==> src/rtl/dec_onehot_seq.sv <==
// Registered N-to-2^N one-hot decoder with a direct mode and an auto-scan mode.
// In scan mode each line stays active for a programmable dwell time.
module dec_onehot_seq #(
  parameter int N       = 3,
  parameter int DWELL_W = 8
) (
  input  logic               clk,
  input  logic               rst,
  input  logic               en,
  input  logic               load,
  input  logic               mode,
  input  logic [N-1:0]       sel,
  input  logic [DWELL_W-1:0] dwell,
  input  logic               clr,
  output logic [2**N-1:0]    out,
  output logic [N-1:0]       idx,
  output logic               wrap,
  output logic               busy
);

  localparam int LINES = 2 ** N;
  localparam logic [LINES-1:0] ONE = LINES'(1);

  typedef enum logic [1:0] {IDLE, DIRECT, SCAN} state_t;

  state_t             state;
  logic [DWELL_W-1:0] dwell_reg;
  logic [DWELL_W-1:0] cnt;
  logic [N-1:0]       idx_next;

  assign idx_next = idx + N'(1);

  function automatic logic [LINES-1:0] decode(input logic [N-1:0] i);
    decode = ONE << i;
  endfunction

  // The dwell counter only advances on cycles where a line is actually shown,
  // so the first enabled edge after a blanked period restores the frozen line.
  always_ff @(posedge clk) begin
    if (rst) begin
      state     <= IDLE;
      out       <= '0;
      idx       <= '0;
      wrap      <= 1'b0;
      busy      <= 1'b0;
      dwell_reg <= '0;
      cnt       <= '0;
    end else begin
      wrap <= 1'b0;
      if (clr) begin
        state <= IDLE;
        out   <= '0;
        busy  <= 1'b0;
      end else if (load) begin
        idx <= sel;
        out <= en ? decode(sel) : '0;
        if (mode) begin
          state     <= SCAN;
          busy      <= 1'b1;
          dwell_reg <= dwell;
          cnt       <= '0;
        end else begin
          state <= DIRECT;
          busy  <= 1'b0;
        end
      end else begin
        case (state)
          DIRECT: out <= en ? decode(idx) : '0;
          SCAN: begin
            if (!en) begin
              out <= '0;
            end else if (~|out) begin
              out <= decode(idx);
            end else if (cnt == dwell_reg) begin
              cnt  <= '0;
              idx  <= idx_next;
              out  <= decode(idx_next);
              wrap <= &idx;
            end else begin
              cnt <= cnt + DWELL_W'(1);
            end
          end
          default: out <= '0;
        endcase
      end
    end
  end

endmodule

==> config.mk <==
export PLATFORM = sky130hd
export DESIGN_NAME = dec_onehot_seq
export DESIGN_NICKNAME = d
export VERILOG_FILES = /design/src/rtl/dec_onehot_seq.sv
export SDC_FILE = /design/constraint.sdc
export NUM_CORES = 1
export LEC_CHECK = 0
export CAP_MARGIN = 20
export CORE_MARGIN = 5
export CORE_UTILIZATION = 56
export CTS_CLUSTER_DIAMETER = 100
export CTS_CLUSTER_SIZE = 10
export DETAILED_ROUTE_END_ITERATION = 10
export PLACE_DENSITY = 0.84
export SLEW_MARGIN = 20
export SYNTH_ARGS = -nofsm -noshare
export SYNTH_HDL_FRONTEND = slang
export SYNTH_SLANG_ARGS = --single-unit
==> constraint.sdc <==
create_clock -name clk -period 3.27 [get_ports clk]
set_input_delay 0.327 -clock clk [delete_from_list [all_inputs] [get_ports clk]]
set_output_delay 0.327 -clock clk [all_outputs]
set_load 0.01 [all_outputs]
[After elaboration in Yosys (flattened, before gate mapping)]
Index checks and enable logic that the tools add are counted.
Cells by class
  reduce and logical (&&, ||, !) cells: 11
  equal/unequal tests: 5
  add/subtract/negate cells: 2
  shifts and indexed selects: 3
  bitwise operators: 5
  mux-type cells: 20
Operators with widths (count)
  two-way mux 8 bit: 12
  left shift 1 x 3 -> 8 bit (first input constant): 3
  one-hot mux 8 bit (2 select lines): 1
  two-way mux 3 bit: 5
  AND reduction 5 bit: 2
  adder 8 x 1 -> 8 bit (second input constant): 1
  equality test 8 bit: 1
  nonzero test 2 bit: 4
  OR reduction 8 bit: 1
  OR reduction 7 bit: 1
  AND reduction 3 bit: 2
  != test 5 bit (second input constant): 1
  inverter 1 bit: 5
  adder 3 x 1 -> 3 bit (second input constant): 1
  equality test 2 x 1 -> 1 bit (second input constant): 1
  equality test 2 bit (second input constant): 1
  two-way mux 2 bit: 1
  != test 2 x 1 -> 1 bit (second input constant): 1
  OR reduction 2 bit: 1
  two-way mux 1 bit: 1
Storage, ports and cells
  flip-flop bits (word level): 31
  output and inout port bits: 13
  logic and storage cells: 53
  input bits: 17

[Longest topological paths before layout]
Gate-level depths: netlist (run 1).
  depth in word-level cells: 7
  mapped depth: 7
  mapped depth without buffers: 7

[Worst setup path before layout (run 1)]
No wires, ideal clock.
  path kind: reg-to-reg
  from: register out[2]
  to: register out[0]
  clock period less this slack: 1854 ps
  path buffers: 0
  cell stages (with the launch flop): 6
  setup time: 117 ps
  data arrival time: 1737 ps
  setup slack: 1416 ps
  path through: dfxtp_1 or4_4 o21ai_2 nor2_1 a221o_1 a32o_1
On the way
  word-level cells in the longest chain between the ends: 5
Ends and longest elaborated chain
  start, declared: line 15  | output logic [2**N-1:0] out,
  start signal, assigned: line 56  | out <= en ? decode(sel) : '0;
  start signal, assigned: line 68  | DIRECT: out <= en ? decode(idx) : '0;
  start signal, assigned: line 73  | out <= decode(idx);
  OR reduction 8 bit *: line 72  | end else if (~|out) begin
  two-way mux 8 bit: line 72
  two-way mux 8 bit: line 70  | if (!en) begin
  one-hot mux 8 bit (2 select lines): line 67  | case (state)
  two-way mux 8 bit: line 54  | end else if (load) begin
Mark *: on every way between the ends. The rest lies on a longest branch, timed or not.
A chain may end at the register's enable or synchronous reset.

[Final worst setup path (run 1)]
  from: input load
  to: register cnt[3]
On the way
  word-level cells in the longest chain between the ends: 2
Ends and longest elaborated chain
  start, declared: line 10  | input logic load,
  != test 2 x 1 -> 1 bit (no line) / nonzero test 2 bit (equally long branches)
  AND reduction 5 bit (no line)
  end signal, assigned: line 80  | cnt <= cnt + DWELL_W'(1);
  end, declared: line 28  | logic [DWELL_W-1:0] cnt;
Several ways; a longest one is shown, not always the timed one.

==> summary.txt, run 1 <==
Outcome
  – Run status: completed

GRT
  – Vias in the first global route: approximately 1,500
  – First-pass GRT wire length: roughly 7000 um
  – Initial antenna violation count: 0
  – Overflow after GRT: 0
  – GR Util All Layers: 20.9%
  – Pin count of the biggest net entering global routing: 16

Synth
  – #FFs+latches synth: 30
  – Mean Syn Cell Area: approximately 8.6 um2
  – Warnings from Yosys: 0
  – Sequential element share of the synthesized area: a little over a third
  – Ranking of synthesized cells by area: dfxtp_1 (35%), xnor2_1 (6.7%), ha_1 (5.9%)
  – Top cell type's share of synthesized area: around 35%
  – Syn Inst Count: slightly below 200
  – Syn nets: approximately 220
  – Mapped cell area: 1690 um2
  – Cell accounting for the most synthesized area: dfxtp_1
  – Main synth FF type: dfxtp_1
  – Post-synthesis cell type count: 46
  – Async SR Flop Fraction: 0%
  – Post-synth EDFFs: 0

Critical path
  – Buffers plus inverters on the worst setup path: 1
  – Critical path's largest stage delay: between 700 and 800 ps
  – Reg2reg path depth: 6
  – Worst reg2reg startpoint: state[0]
  – CP endpoint kind: flop
  – Worst Path Arrival: around 2500 ps
  – Worst EP required: around 3500 ps
  – Startpoint types: primary input
  – CP Max Fanout: 15
  – Worst Path Class, Setup: primary input to flop
  – Crit path max-delay cell type: a2111oi_2
  – Cell family with most CP delay: compound AO/OA/AOI/OAI gates
  – Worst R2R Setup Slack: approximately 1200 ps
  – Worst r2r dst: cnt[3]
  – Critical-path cell list: clkdlybuf4s50_1 > nand2b_1 > a2111oi_2 > a211o_1 > nor2_1

CTS
  – CTS resizes: 0
  – Setup Fix Bufs, Post-CTS: 0
  – Clock Path Buffers: 2
  – CTS sink cnt: 30
  – Clock buffers created by TritonCTS: 5
  – Clock H-tree levels: 2
  – CTS tree: yes
  – Root buffer cell: clkbuf_4
  – Clk_lat worst skew: between 300 and 400 ps
  – Count of hold-fix buffers inserted at cts: 0
  – Clock-pin transition on the worst setup and hold timing paths: 100 ps

Drt
  – Final ANT Viol Nets: 0
  – Vias per Instance: a little over 6
  – Number of remaining DRC errors: 0
  – Drt first-iter violations: ~120
  – DR vias: approximately 1,600
  – Total Routed Length: 4100 um
  – Drt first pass iters: 4
  – Routed len/inst: between 15 and 20 um

Cells and area
  – Share of cells above drive strength 1: approximately 8.4%
  – Post-Route Utilization: approximately 69%
  – N_diodes: 0
  – Nets: about 250
  – Fillers: about 240
  – Layout area overhead: 22.0%

Placed design
  – Buffers on Ports: 29
  – Hpwl dp: just over 3000 um
  – GPL Wtd Cong: approximately 0.89
  – Post-Place Setup Slack: 711 ps

Timing
  – Peak Freq: 0.450 GHz
  – Fin Setup TNS: 0 ps
  – Period utilization: between 60% and 70%
  – Setup violators final: 0
  – Final hold violation count: 0
  – Skew final: roughly 6.5 ps
  – Post-route setup slack: 1050 ps
  – RSZ-0062 raised after global routing: false
  – WHS: between 400 and 500 ps
  – Worst-Margin Slew: between 700 and 800 ps
  – Slew HR: 49.8%
  – Final min period: 2220 ps
  – Slew Limit Fails: 0

Hold path
  – WHS Path Cells: 2
  – Hold path start: dwell_reg[2]
  – Hold Crit Class: flop to flop
  – Worst Hold Path EP: dwell_reg[2]

Floorplanning
  – I/O pin total: 30
  – Die height: around 65 um
  – Core Area: approximately 3000 um2
  – Starting density of the core: around 57%
  – Rows: 20
  – Die area: between 4000 and 5000 um2
  – Width of the die: roughly 65 um

Power and ir drop
  – Total power: 733 uW
  – Maximum VDD drop: 0.000239 V
  – Static leakage: around 0.69 nW
  – PD cells: roughly 350 nW/um2

Flow run
  – Max-cap viol count: 0
==> synthesized netlist by cell type, types with 4 or more instances <==
| cell | count |
|---|---|
| a221o_1 | 4 |
| a21oi_1 | 13 |
| inv_1 | 5 |
| nand3_1 | 7 |
| nor2_1 | 22 |
| a31oi_1 | 5 |
| nand2_1 | 21 |
| a32o_1 | 4 |
| clkbuf_1 | 5 |
| dfxtp_1 | 30 |
| xnor2_1 | 13 |
| ha_1 | 8 |
| nor3_1 | 7 |
| o21ai_1 | 5 |
==> worst max-delay path by stage <==
stage / start / to / slack, ps / cells after the start
after floorplan: out[2] / out[0] / 1420 / 5
after global placement: load / cnt[7] / 860 / 5
after detailed placement: load / cnt[1] / 710 / 5
after CTS: load / cnt[3] / 1090 / 5
after global routing: load / cnt[3] / 950 / 5
final: load / cnt[3] / 1050 / 5
==> power by group <==
part | total (mW) | switching [mW] | internal [mW]
Clock | 0.245 | 0.142 | 0.103
Combinational | 0.106 | 0.0565 | 0.0496
Sequential | 0.382 | 0.00872 | 0.373
==> tightest hold or removal path, delay by kind of cell (launching register included) <==
family,cells,cell delay (ps)
compound gates,1,50
simple gates,1,50
flops,1,330
==> kinds of logic (layout without fill, tap and decap cells) <==
family,Yosys count,in the layout,synth area share (%)
flip-flops,30,30,35.5
AND/OR/NAND/NOR,80,80,23.9
AO/OA/AOI/OAI,46,46,21.1
buffers and inverters,12,43,2.66
adder cells (fa/ha/maj),8,8,5.91
multiplexers,4,4,2.66
XOR/XNOR,16,16,8.27
==> cells in the final DEF, fill, tap and decap left out, types with 7 or more instances in the layout <==
| master | instances |
|---|---|
| nor2_1 | 22 |
| a21oi_1 | 13 |
| nand2_1 | 21 |
| dfxtp_1 | 30 |
| xnor2_1 | 13 |
| clkdlybuf4s50_1 | 29 |
| ha_1 | 8 |
| nand3_1 | 7 |
| nor3_1 | 7 |
==> area by class of cell <==
type                    count  area, um2  area share, %
multi-input cells         154       1050           50.7
flip-flops and latches     30        601           29.1
repair buffers             29        290           14.0
clock buffers               6       51.3           2.48
well taps                  33       41.3           2.00
inverters                   6       22.5           1.09
clock inverters             2       12.5          0.605
==> metrics by stage <==
stage,cells,instance area (um2)
after floorplan,196,1690
after global placement,252,2000
after detailed placement,252,2000
after CTS,260,2070
after global routing,260,2070
final,260,2070
==> routing by layer <==
metal / vias to the layer above / GRT usage [%] / routed length (um)
met2: 58 / 33.5 / 1900
met3: 7 / 4.51 / 239
met5: - / 0 / 0
li1: 772 / - / -
met1: 748 / 26.6 / 1880
met4: 0 / 9.76 / 78
No activity file was read; power rests on OpenSTA's default activity.
==> inputs of run 2 (changes only) <==
Settings changed: CORE_UTILIZATION 56 to 52, PLACE_DENSITY 0.84 to 0.79.
Clock period 3.27 ns to 2.2 ns, I/O delays scaled along.
==> summary.txt, run 2 (synthesis gave the netlist of run 1 again) <==
Outcome
  – Run status: completed

Flow run
  – Max-cap viol count: 0

Drt
  – Drt first-iter violations: about 170
  – Total Routed Length: 4280 um
  – Routed len/inst: ~15 um
  – Vias per Instance: between 5 and 6
  – Drt first pass iters: 4
  – Number of remaining DRC errors: 0
  – DR vias: between 1,500 and 2,000
  – Final ANT Viol Nets: 0

Timing
  – Slew Limit Fails: 0
  – RSZ-0062 raised after global routing: false
  – Fin Setup TNS: 0 ps
  – Skew final: ~4.2 ps
  – Peak Freq: about 0.49 GHz
  – Slew HR: 60.4%
  – Post-route setup slack: ~170 ps
  – WHS: about 420 ps
  – Final hold violation count: 0
  – Setup violators final: 0
  – Period utilization: between 90% and 100%
  – Final min period: roughly 2000 ps
  – Worst-Margin Slew: 579 ps

CTS
  – Count of hold-fix buffers inserted at cts: 0
  – Root buffer cell: clkbuf_4
  – Clock buffers created by TritonCTS: 5
  – CTS resizes: 0
  – Clock H-tree levels: 2
  – Clock Path Buffers: 2
  – Setup Fix Bufs, Post-CTS: 0
  – Clock-pin transition on the worst setup and hold timing paths: 110 ps
  – CTS sink cnt: 30
  – CTS tree: yes
  – Clk_lat worst skew: between 300 and 400 ps

GRT
  – Initial antenna violation count: 0
  – GR Util All Layers: about a fifth
  – First-pass GRT wire length: roughly 7100 um
  – Vias in the first global route: 1,578
  – Pin count of the biggest net entering global routing: 12
  – Overflow after GRT: 0

Cells and area
  – Fillers: roughly 240
  – Commonest non-fill, non-tap cell in the layout: dfxtp_1
  – Layout area overhead: 28.4%
  – Nets: roughly 260
  – Register Area: roughly 600 um2
  – N_diodes: 0
  – Share of cells above drive strength 1: between 10% and 20%
  – Area of the multi-input gates: 1050 um2
  – Highest-count cells in the layout ignoring fill and taps: dfxtp_1 (30), clkdlybuf4s50_1 (29), nor2_1 (22)
  – Post-Route Utilization: ~71%

Hold path
  – Hold path start: dwell[2]
  – Hold Crit Class: primary input to flop
  – Worst Hold Path EP: dwell_reg[2]
  – WHS Path Cells: 3

Floorplanning
  – Core Area: around 3000 um2
  – Starting density of the core: 55.0%
  – Die height: about 67 um
  – Die area: about 4500 um2
  – Rows: 20
  – I/O pin total: 30
  – Width of the die: between 60 and 70 um

Power and ir drop
  – Logic pwr share: 14.1%
  – P_int: 874 uW
  – Total power: approximately 1.2 mW
  – Clock Power Share: a little under two fifths
  – Maximum VDD drop: around 0.00040 V
  – Switching share of power: between 20% and 30%
  – Psw: 318 uW
  – Static leakage: about 0.74 nW
  – Flop pwr share: between 40% and 50%
  – PD cells: approximately 550 nW/um2

Placed design
  – GPL Wtd Cong: between 0.8 and 0.9
  – Buffers on Ports: 29
  – Hpwl dp: between 3000 and 4000 um
  – Post-Place Setup Slack: 157 ps

Critical path
  – Worst Path Class, Setup: flop to flop
  – CP Max Fanout: 4
  – Worst r2r dst: idx[1]
  – Worst Path Arrival: 2280 ps
  – Worst R2R Setup Slack: ~170 ps
  – Worst reg2reg startpoint: cnt[5]
  – Startpoint types: flop
  – CP endpoint kind: flop
  – Reg2reg path depth: 5
  – Worst EP required: around 2500 ps
[run 2: cell types whose count changed in the layout (fill, tap and decap cells not counted), sizes merged]
cell      before  now
clkinvlp       1    2
buf            0   10
clkbuf         6    5
clkinv         2    1
bufinv         0    1
[run 2: power by group through the flow]
stage          Combinational [mW]  Clock, mW  Sequential (mW)
6_report                    0.168      0.457            0.568
5_1_grt                     0.183      0.483            0.570
4_1_cts                     0.167      0.462            0.568
3_5_place_dp                0.165          0            0.580
3_3_place_gp                0.162          0            0.580
2_1_floorplan              0.0894          0            0.579
[run 2: worst max-delay path by stage]
stage,start,depth (start not counted),end
6_report,cnt[5],5,idx[1]
4_1_cts,cnt[5],5,idx[1]
3_3_place_gp,en,5,idx[1]
2_1_floorplan,out[2],5,out[0]
5_1_grt,cnt[0],5,idx[1]
3_5_place_dp,en,5,idx[1]
[run 2: area by class of cell]
cell class                      count  area share (%)
Inverter                            6            1.04
Tap cell                           44            2.53
Sequential cell                    30            27.6
Clock inverter                      3            2.07
Clock buffer                        5            1.73
Multi-Input combinational cell    154            48.2
Timing Repair Buffer               39            16.8
[run 2: stage by stage]
step / std cells / cell area [um2]
2_1_floorplan: 196 / 1690
3_3_place_gp: 273 / 2090
3_5_place_dp: 273 / 2090
4_1_cts: 281 / 2170
5_1_grt: 281 / 2170
6_report: 281 / 2170
[run 2: layer usage]
metal | routed length, um | global-route usage (%) | part of all wire [%] | vias up
met1 | 1970 | 27.0 | 46 | 765
met4 | 38 | 7.85 | 0.89 | 0
li1 | - | - | - | 794
met2 | 1950 | 33.3 | 46 | 71
met3 | 316 | 4.89 | 7.4 | 5
met5 | 0 | 0 | 0 | -
[run 2: worst max-delay path, stage by stage, from the launching register on]
cell and delay (ps):
dfxtp_1 440, xnor2_1 140, nand4_1 200, nor4_2 550, mux2_4 360, a2111oi_4 260
==> inputs of run 3 (changes only) <==
Settings changed: PLACE_DENSITY 0.79 to not set, PLACE_DENSITY_LB_ADDON set to 0.15.
==> summary.txt, run 3 (synthesis gave the netlist of run 1 again) <==
Timing
  – Slew Limit Fails: 0
  – Fin Setup TNS: 0 ps
  – Period utilization: a little over nine tenths
  – Skew final: between 6 and 7 ps
  – Peak Freq: between 0.4 and 0.5 GHz
  – Setup violators final: 0
  – Slew HR: a little under three fifths
  – Worst-Margin Slew: 634 ps
  – Final min period: a little over 2000 ps
  – RSZ-0062 raised after global routing: false
  – Final hold violation count: 0

Power and ir drop
  – Flop pwr share: about 43%
  – Psw: approximately 300 uW
  – Maximum VDD drop: around 0.00045 V
  – Static leakage: between 0.7 and 0.8 nW
  – PD cells: roughly 600 nW/um2
  – Logic pwr share: around 13%
  – Switching share of power: a little under a quarter
  – P_int: roughly 1.0 mW
  – Clock Power Share: 44.5%

Placed design
  – GPL Wtd Cong: roughly 0.89
  – Buffers on Ports: 29
  – Placed cell area: ~2100 um2
  – Hpwl dp: between 3000 and 4000 um

Critical path
  – Worst EP required: around 2400 ps
  – Worst R2R Setup Slack: roughly 140 ps
  – Startpoint types: flop
  – CP endpoint kind: flop
  – Worst Path Arrival: 2300 ps
  – CP Max Fanout: 4
  – Worst r2r dst: out[2]
  – Reg2reg path depth: 5
  – Worst reg2reg startpoint: out[2]
  – Worst Path Class, Setup: flop to flop

Drt
  – Routed len/inst: approximately 15 um
  – DR vias: around 1,600
  – Drt first-iter violations: 99
  – Total Routed Length: between 4000 and 5000 um
  – Final ANT Viol Nets: 0
  – Vias per Instance: roughly 5.6
  – Number of remaining DRC errors: 0
  – Drt first pass iters: 4

Floorplanning
  – I/O pin total: 30
  – Starting density of the core: a little under three fifths
  – Rows: 20
  – Width of the die: 67.1 um
  – Die height: approximately 67 um
  – Core Area: approximately 3100 um2
  – Die area: 4500 um2

CTS
  – Clk_lat worst skew: between 300 and 400 ps
  – Clock H-tree levels: 2
  – CTS tree: yes
  – Root buffer cell: clkbuf_4
  – Clock buffers created by TritonCTS: 5
  – Clock Path Buffers: 2
  – Clock-pin transition on the worst setup and hold timing paths: 100 ps
  – Setup Fix Bufs, Post-CTS: 0
  – CTS sink cnt: 30

GRT
  – Initial antenna violation count: 0
  – First-pass GRT wire length: 6920 um
  – Overflow after GRT: 0
  – Pin count of the biggest net entering global routing: 12
  – Vias in the first global route: between 1,500 and 2,000
  – GR Util All Layers: between 20% and 30%

Flow run
  – Max-cap viol count: 0

Hold path
  – Worst Hold Path EP: dwell_reg[4]
  – Hold Crit Class: primary input to flop
  – Hold path start: dwell[4]
  – WHS Path Cells: 3

Cells and area
  – Highest-count cells in the layout ignoring fill and taps: dfxtp_1 (30), clkdlybuf4s50_1 (29), nor2_1 (22)
  – Layout area overhead: 30.6%
  – Commonest non-fill, non-tap cell in the layout: dfxtp_1
  – N_diodes: 0
  – Share of cells above drive strength 1: between 10% and 20%
  – Nets: roughly 260
  – Finished Cell Area: ~2200 um2

Outcome
  – Run status: completed
-- run 3: cell count changes in the layout (fill, tap and decap cells not counted) --
cell,before,now
clkinvlp_4,2,0
bufinv_16,1,2
clkbuf_8,0,1
nor4_2,1,0
nor4_4,0,1
-- run 3: worst max-delay path by stage --
stage | startpoint | end | depth (start not counted)
2_1_floorplan | out[2] | out[0] | 5
3_3_place_gp | en | idx[1] | 5
3_5_place_dp | en | idx[1] | 5
4_1_cts | cnt[5] | idx[1] | 5
5_1_grt | out[2] | out[2] | 5
6_report | out[2] | out[2] | 5
-- run 3: critical path: stages, from the launching register on --
cell     delay [ps]
dfxtp_1         350
or4_4           560
o21ai_2         290
nor2_1          150
a221o_1         390
a32o_1          220
-- run 3: metrics by stage --
stage | hold WS, ps | total power [mW] | setup WS (ps) | cells | utilization, %
finish | 421 | 1.33 | 141 | 281 | 71.9
global route | 411 | 1.38 | 57.7 | 281 | 71.9
CTS | 415 | 1.33 | 98.0 | 281 | 71.6
detailed placement | 466 | 0.745 | 156 | 273 | 68.0
global placement | 461 | 0.741 | 207 | 273 | 68.0
floorplan | 298 | 0.669 | 346 | 196 | -
-- run 3: what timing repair did --
| action | CTS | global route |
|---|---|---|
| hold buffers | 0 | 0 |
| resized for setup | 0 | 1 |
| setup endpoints to repair | 0 | 1 |
-- run 3: routing by layer --
metal	share of wire [%]	global-route usage (%)	wire length (um)
met5	0	0	0
met4	1.4	7.09	57
met3	6.4	4.72	269
met2	45	32.9	1870
met1	48	26.1	1990
-- run 3: layout make-up --
type	count	area [um2]
multi-input combinational	154	1060
fill	256	866
sequential	30	601
timing repair buffer	39	365
clock inverter	2	60.1
tap	44	55.1
clock buffer	6	51.3
inverter	6	22.5
-- run 3: power by group through the flow --
stage	logic (mW)	clock network (mW)	registers, mW
2_1_floorplan	0.0894	0	0.579
3_3_place_gp	0.161	0	0.580
3_5_place_dp	0.165	0	0.580
4_1_cts	0.166	0.595	0.568
5_1_grt	0.184	0.622	0.570
6_report	0.169	0.591	0.568
